===== config.mk =====
export PLATFORM = sky130hd
export DESIGN_NAME = cube
export DESIGN_NICKNAME = d
export VERILOG_FILES = /design/src/rtl/cube_pkg.sv /design/src/rtl/cube.sv
export SDC_FILE = /design/constraint.sdc
export NUM_CORES = 1
export LEC_CHECK = 0
export CAP_MARGIN = 20
export CORE_ASPECT_RATIO = 0.9
export CORE_MARGIN = 2
export CORE_UTILIZATION = 30
export CTS_BUF_LIST = sky130_fd_sc_hd__clkbuf_2 sky130_fd_sc_hd__clkbuf_4 sky130_fd_sc_hd__clkbuf_8
export DETAILED_ROUTE_END_ITERATION = 7
export HOLD_SLACK_MARGIN = 0.08
export PLACE_DENSITY = 0.6
export SYNTH_ARGS = -nofsm -noshare
export SYNTH_HDL_FRONTEND = slang
export SYNTH_SLANG_ARGS = --single-unit

===== constraint.sdc =====
create_clock -name clk -period 1.4 [get_ports clk]
set_input_delay 0.14 -clock clk [delete_from_list [all_inputs] [get_ports clk]]
set_output_delay 0.14 -clock clk [all_outputs]
set_load 0.01 [all_outputs]

===== src/rtl/cube_pkg.sv =====
// Shared constants for the cube block: state encodings and datapath widths.
// The cbrt block uses the same package when it shares the external adder.
package cube_pkg;

    localparam int unsigned XW = 4;   // operand width
    localparam int unsigned SW = 8;   // square width
    localparam int unsigned RW = 12;  // result width
    localparam int unsigned AW = 16;  // external adder width

    localparam logic [1:0] StIdle = 2'd0;
    localparam logic [1:0] StSq   = 2'd1;
    localparam logic [1:0] StCu   = 2'd2;

    localparam logic [1:0] LastStep = 2'd3;

endpackage


===== src/rtl/cube.sv =====
// Unsigned 4-bit cube, computed as two 4-step shift-and-add multiplies.
// Every addition goes through an external, possibly shared, 16-bit adder.
module cube
    import cube_pkg::*;
(
    input  logic          clk,
    input  logic          rst,
    input  logic [XW-1:0] x,
    input  logic          start,
    output logic [RW-1:0] res,
    output logic          busy,
    output logic [AW-1:0] adder_a_in,
    output logic [AW-1:0] adder_b_in,
    input  logic [AW-1:0] adder_s_out
);

    logic [1:0]    state_q, state_d;
    logic [1:0]    step_q, step_d;
    logic [XW-1:0] x_q, x_d;
    logic [RW-1:0] acc_q, acc_d;
    logic [SW-1:0] sq_q, sq_d;
    logic [RW-1:0] res_q, res_d;
    logic          busy_q, busy_d;

    // Sums never exceed 12 bits, so the adder's top nibble is dropped.
    logic unused_sum_hi;
    assign unused_sum_hi = ^adder_s_out[AW-1:RW];

    always_comb begin
        state_d    = state_q;
        step_d     = step_q;
        x_d        = x_q;
        acc_d      = acc_q;
        sq_d       = sq_q;
        res_d      = res_q;
        busy_d     = busy_q;
        adder_a_in = '0;
        adder_b_in = '0;

        case (state_q)
            StIdle: begin
                if (start) begin
                    x_d     = x;
                    acc_d   = '0;
                    step_d  = '0;
                    state_d = StSq;
                    busy_d  = 1'b1;
                end
            end

            StSq: begin
                adder_a_in = AW'(acc_q[SW-1:0]);
                adder_b_in = x_q[step_q] ? (AW'(x_q) << step_q) : '0;
                acc_d      = RW'(adder_s_out[SW-1:0]);
                step_d     = step_q + 2'd1;
                if (step_q == LastStep) begin
                    sq_d    = adder_s_out[SW-1:0];
                    acc_d   = '0;
                    step_d  = '0;
                    state_d = StCu;
                end
            end

            StCu: begin
                adder_a_in = AW'(acc_q);
                adder_b_in = x_q[step_q] ? (AW'(sq_q) << step_q) : '0;
                acc_d      = adder_s_out[RW-1:0];
                step_d     = step_q + 2'd1;
                if (step_q == LastStep) begin
                    res_d   = adder_s_out[RW-1:0];
                    busy_d  = 1'b0;
                    step_d  = '0;
                    state_d = StIdle;
                end
            end

            default: begin
                state_d = StIdle;
                busy_d  = 1'b0;
                step_d  = '0;
            end
        endcase
    end

    always_ff @(posedge clk or negedge rst) begin
        if (!rst) begin
            state_q <= StIdle;
            step_q  <= '0;
            x_q     <= '0;
            acc_q   <= '0;
            sq_q    <= '0;
            res_q   <= '0;
            busy_q  <= 1'b0;
        end else begin
            state_q <= state_d;
            step_q  <= step_d;
            x_q     <= x_d;
            acc_q   <= acc_d;
            sq_q    <= sq_d;
            res_q   <= res_d;
            busy_q  <= busy_d;
        end
    end

    assign res  = res_q;
    assign busy = busy_q;

endmodule


Word level (Yosys, flattened, before mapping)
Index checks and enable logic that the tools add are counted.

storage, ports and cells
  input port bits = 23
  bits in registers = 41
  logic and storage cells = 46
  output and inout port bits = 45

operators by class
  bitwise operators = 1
  reduce and logical (&&, ||, !) cells = 9
  muxes and demuxes = 19
  shift operators = 2
  equal/unequal tests = 6
  $add $sub $neg = 1
  $lt $le $gt $ge = 1

operator list
  operator                                            number
  case mux 12 bit (3 select lines)                    1
  2-to-1 mux 16 bit                                   2
  case mux 16 bit (2 select lines)                    1
  case mux 12 bit (2 select lines)                    1
  left shift 4 x 2 -> 16 bit                          1
  left shift 8 x 2 -> 16 bit                          1
  2-to-1 mux 12 bit                                   1
  2-to-1 mux 2 bit                                    5
  2-to-1 mux 8 bit                                    1
  AND reduction 2 bit                                 4
  inequality test 2 bit, second input constant        3
  case mux 2 bit (3 select lines)                     1
  AND reduction 3 bit                                 2
  == test 2 bit, second input constant                2
  case mux 2 bit (2 select lines)                     1
  < comparator 2 x 3 -> 1 bit, second input constant  1
  2-to-1 mux 1 bit                                    3
  case mux 1 bit (3 select lines)                     1
  nonzero test 3 bit                                  1
  adder 2 x 1 -> 2 bit, second input constant         1
  binary-select mux 1 bit (select 2 bit)              1
  == test 2 x 1 -> 1 bit, second input constant       1
  logical NOT 2 bit                                   1
  OR reduction 2 bit                                  1
  inverter 1 bit                                      1

Logic depth before layout (Yosys ltp)
  depth in word-level cells = 4
  mapped depth = 6
  mapped depth without buffers = 5

Worst setup path before layout
Ideal clock, no wire load.

  kind = register to output
  start point = register state_q[0]
  end point = output adder_b_in[6]
  data arrival time = 1.486 ns
  slack = -0.226 ns
  path buffers = 2
  required time = 1.260 ns
  stages on the path, launching flop included = 7
  cells stage by stage = dfrtp_1 > inv_1 > ha_1 > buf_2 > clkbuf_1 > nand3_1 > a21boi_0

between the ends
  cells in the longest elaborated chain, start to end = 2
  elaborated cells on any way between the ends = 3
  classes of those cells = eq/ne: 2; mux: 1

RTL lines
  element                                                         RTL line    text
  start, declared                                                 cube.sv:17  logic [1:0] state_q, state_d;
  start signal, assigned                                          cube.sv:87  state_q <= StIdle;
  start signal, assigned                                          cube.sv:95  state_q <= state_d;
  == test 2 bit / == test 2 x 1 -> 1 bit (equally long branches)  cube.sv:40  case (state_q)
  case mux 16 bit (2 select lines) *                              cube.sv:40
  end, declared                                                   cube.sv:13  output logic [AW-1:0] adder_b_in,

Every way passes the cells marked *; elsewhere a longest branch is shown, timed or not.

Worst setup path in the final report
  start point = register step_q[0]
  end point = output adder_b_in[2]

between the ends
  cells in the longest elaborated chain, start to end = 4
  elaborated cells on any way between the ends = 7
  classes of those cells = shift: 2; mux: 5

RTL lines
  element                                 RTL line                text
  start, declared                         cube.sv:18              logic [1:0] step_q, step_d;
  start signal, assigned                  cube.sv:96              step_q <= step_d;
  binary-select mux 1 bit (select 2 bit)  cube.sv:53, cube.sv:66
  2-to-1 mux 1 bit (not written as such)  cube.sv:53, cube.sv:66
  2-to-1 mux 16 bit (on tied branches)    cube.sv:66, cube.sv:53
  case mux 16 bit (2 select lines) *      cube.sv:40

Every way passes the cells marked *; elsewhere a longest branch is shown, timed or not. The select of a mux whose other input is x is not followed.

==> results.txt <==
Synth Area in Adders: 3.315%
CTS max path bufs: 2
Power Total: 8.354 mW
total of max-cap violations: 0
num ports: 68
register bit total from synthesis: 41
first-pass GRT wire length: 10.34 mm
Mapped Avg Cell Area: 11.67 sq um
Placed Instances: 373
largest family of logic cells by synthesized area: multiplexers
Synth Instances: 194
Total GRT Usage: 16.16%
Placement Setup Slack: -0.6013 ns
R2R depth: 6
GPL Wtd Cong: 0.8377
HPWL Detailed: 4.060 mm
status: complete, but fails checks
setup ws final: -0.4432 ns
DRT iter0 DRCs: 43
initial core utilization: 30.47%
top-area cell type share of the netlist area: 45.30%
Routed Antenna Nets: 0
failing checks: negative setup slack
Final Max Slew Viols: 0
Synth Cell Area: 2265 sq um
die area: 8261 sq um
Avg WL per Cell: 15.63 microns
worst reg2reg setup slack: -0.28 ns
vias: 1,928
reg2reg start: step_q[0]
Power Density: 2187 nW/um^2
startpoint types: flop
CTS tree: yes
Worst-path clk slew: 0.08 ns
post-synth cell types: 35
final hold viol count: 0
initial antenna violation count: 0
grt ovf: 0
sequential fraction of the synthesis area: 45.30%
XOR/XNOR Fraction of Synth Area: 0%
share of layout cells above drive strength 1: 59.15%
Hold WC Path Type: input pin to async pin
Setup TNS: -14.36 ns
vias in the first global route: 2,030
Core Area: 7432 sq um
worst hold slack: 0.4317 ns
most frequent cells in the layout: 40 x dfrtp_1, 36 x buf_4, 30 x clkdlybuf4s50_1
fin crit share: 131.7%
nets@finish: 334
yosys warns: 0
fin util: 51.40%
fin cells: 402
RSZ-0062 raised after global routing: yes
via/cell ratio: 4.796
CTS H-tree lvls: 2
FF-to-FF End: state_q[0]
placed cell area: 3179 sq um
number of CTS-inserted buffers: 5
final wirelength: 6.284 mm
FMAX: 542.5 MHz
Crit Path Class: flop to output port
area leader, netlist: dfrtp_1
top cells by area, synth: dfrtp_1 45%, mux2_2 16%, and2_1 3.3%, ha_1 3.3%, a22o_1 3.1%
Core Rows: 30
mux cell area share after synthesis: 22.10%
footprint of the multi-input gates: 1513 sq um
largest net degree at the start of global routing: 42
Worst EP arrival: 1.70 ns
Leak Pwr: 1.781 nW
worst-case headroom to the max-slew limit: 64.68%
Die Y: 86.43 microns
Final setup viols: 55
ANT cells: 0
clk_lat worst skew: 0.29 ns
most common cell after layout, fill and taps aside: dfrtp_1
# fillers: 672
# DRC: 0
clk root buf: clkbuf_8
finished layout cell area: 3820 sq um
Simple-Gate Fraction of Synth Area: 11.10%
clk_skew: 0.004255 ns
peak supply drop: 1.105 mV
Layout Area Growth over Synthesis: 68.67%
worst-path fanout max: 6
register area: 1027 sq um
die width: 95.59 microns
Slew @ Worst Pin: 0.5298 ns
clk sinks: 41
Critical Path RT: 1.26 ns
Worst setup EP type: output port
Tmin final: 1.843 ns
drt pass-1 iters: 4
Synth Area in Compound Gates: 11.33%
I/O Buffers: 54
how the worst max path moves through the flow:
stage	start	end	slack [ns]	depth (start not counted)
3_5_place_dp	step_q[0]	adder_b_in[2]	-0.60	5
6_report	step_q[0]	adder_b_in[2]	-0.44	4
5_1_grt	state_q[0]	adder_a_in[2]	-0.51	7
2_1_floorplan	state_q[0]	state_q[0]	-0.02	6
3_3_place_gp	state_q[0]	adder_a_in[2]	-0.56	6
4_1_cts	state_q[0]	adder_a_in[0]	-0.45	7
synth_stat cells:
cell type  count
clkbuf_1       2
mux2i_1        2
nor3_1         2
mux2_4         3
o21a_1         1
a221oi_2       1
mux4_2         1
nand2b_1       1
and3_1         1
mux4_1         2
nand2_1       11
a21oi_1        1
a22o_1         8
ha_1           6
nor2b_1        5
dfrtp_1       41
conb_1         1
o21ai_0       11
nand3b_1       1
nor2_1         6
inv_1          4
buf_12         1
o2111a_1       1
o32a_1         1
nor3b_1        1
nand3_1        5
a21boi_0       2
a211oi_1       6
buf_4          9
and2_1        12
nand4_1        3
buf_6          1
mux2_2        32
buf_2          6
a22oi_1        3
critical path, stage by stage, from the launching register on:
cell and delay (ns):
dfrtp_2 0.47, mux4_2 0.63, nand2_4 0.12, a211oi_2 0.05, buf_2 0.15
area by class of cell:
class | count | area share, %
Sequential cell | 41 | 26.89
Multi-Input combinational cell | 139 | 39.60
Inverter | 4 | 0.3931
Timing Repair Buffer | 114 | 26.83
Clock inverter | 1 | 0.7861
Tap cell | 96 | 3.144
Clock buffer | 7 | 2.358
flip-flops by register name, indices dropped and copies added (netlist names):
register  flops
busy          1
acc_q        12
res          12
state_q       2
step_q        2
sq_q          8
x_q           4
power breakdown:
part           switching, mW  total, mW  leakage (nW)  internal, mW
Combinational           2.18       5.25          1.21          3.06
Sequential             0.406       2.10         0.506          1.69
Clock                  0.405       1.01        0.0619         0.601
Total                   3.00       8.35          1.78          5.36
what timing repair did:
action | in CTS | in global routing
pin swaps | 30 | 13
setup endpoints to repair | 63 | 64
hold endpoints to repair | 41 | 0
gates cloned | 1 | 0
hold buffers | 1 | 0
resized for setup | 187 | 27
buffers inserted | 17 | 6
layer usage:
metal	share of wire, %	vias to the layer above	global-route usage (%)
li1	-	900	-
met1	45	962	21.58
met2	48	56	25.43
met3	5.5	10	4.348
met4	1.2	0	5.455
met5	0	-	0
cells by family (layout without fill, tap and decap cells):
family          after synthesis  after routing
compound gates               35             35
fa+ha+maj                     6              6
buf+inv                      23            126
flops                        41             41
mux                          40             40
other cells                   1              9
simple gates                 48             49
(Power assumes the default switching activity.)
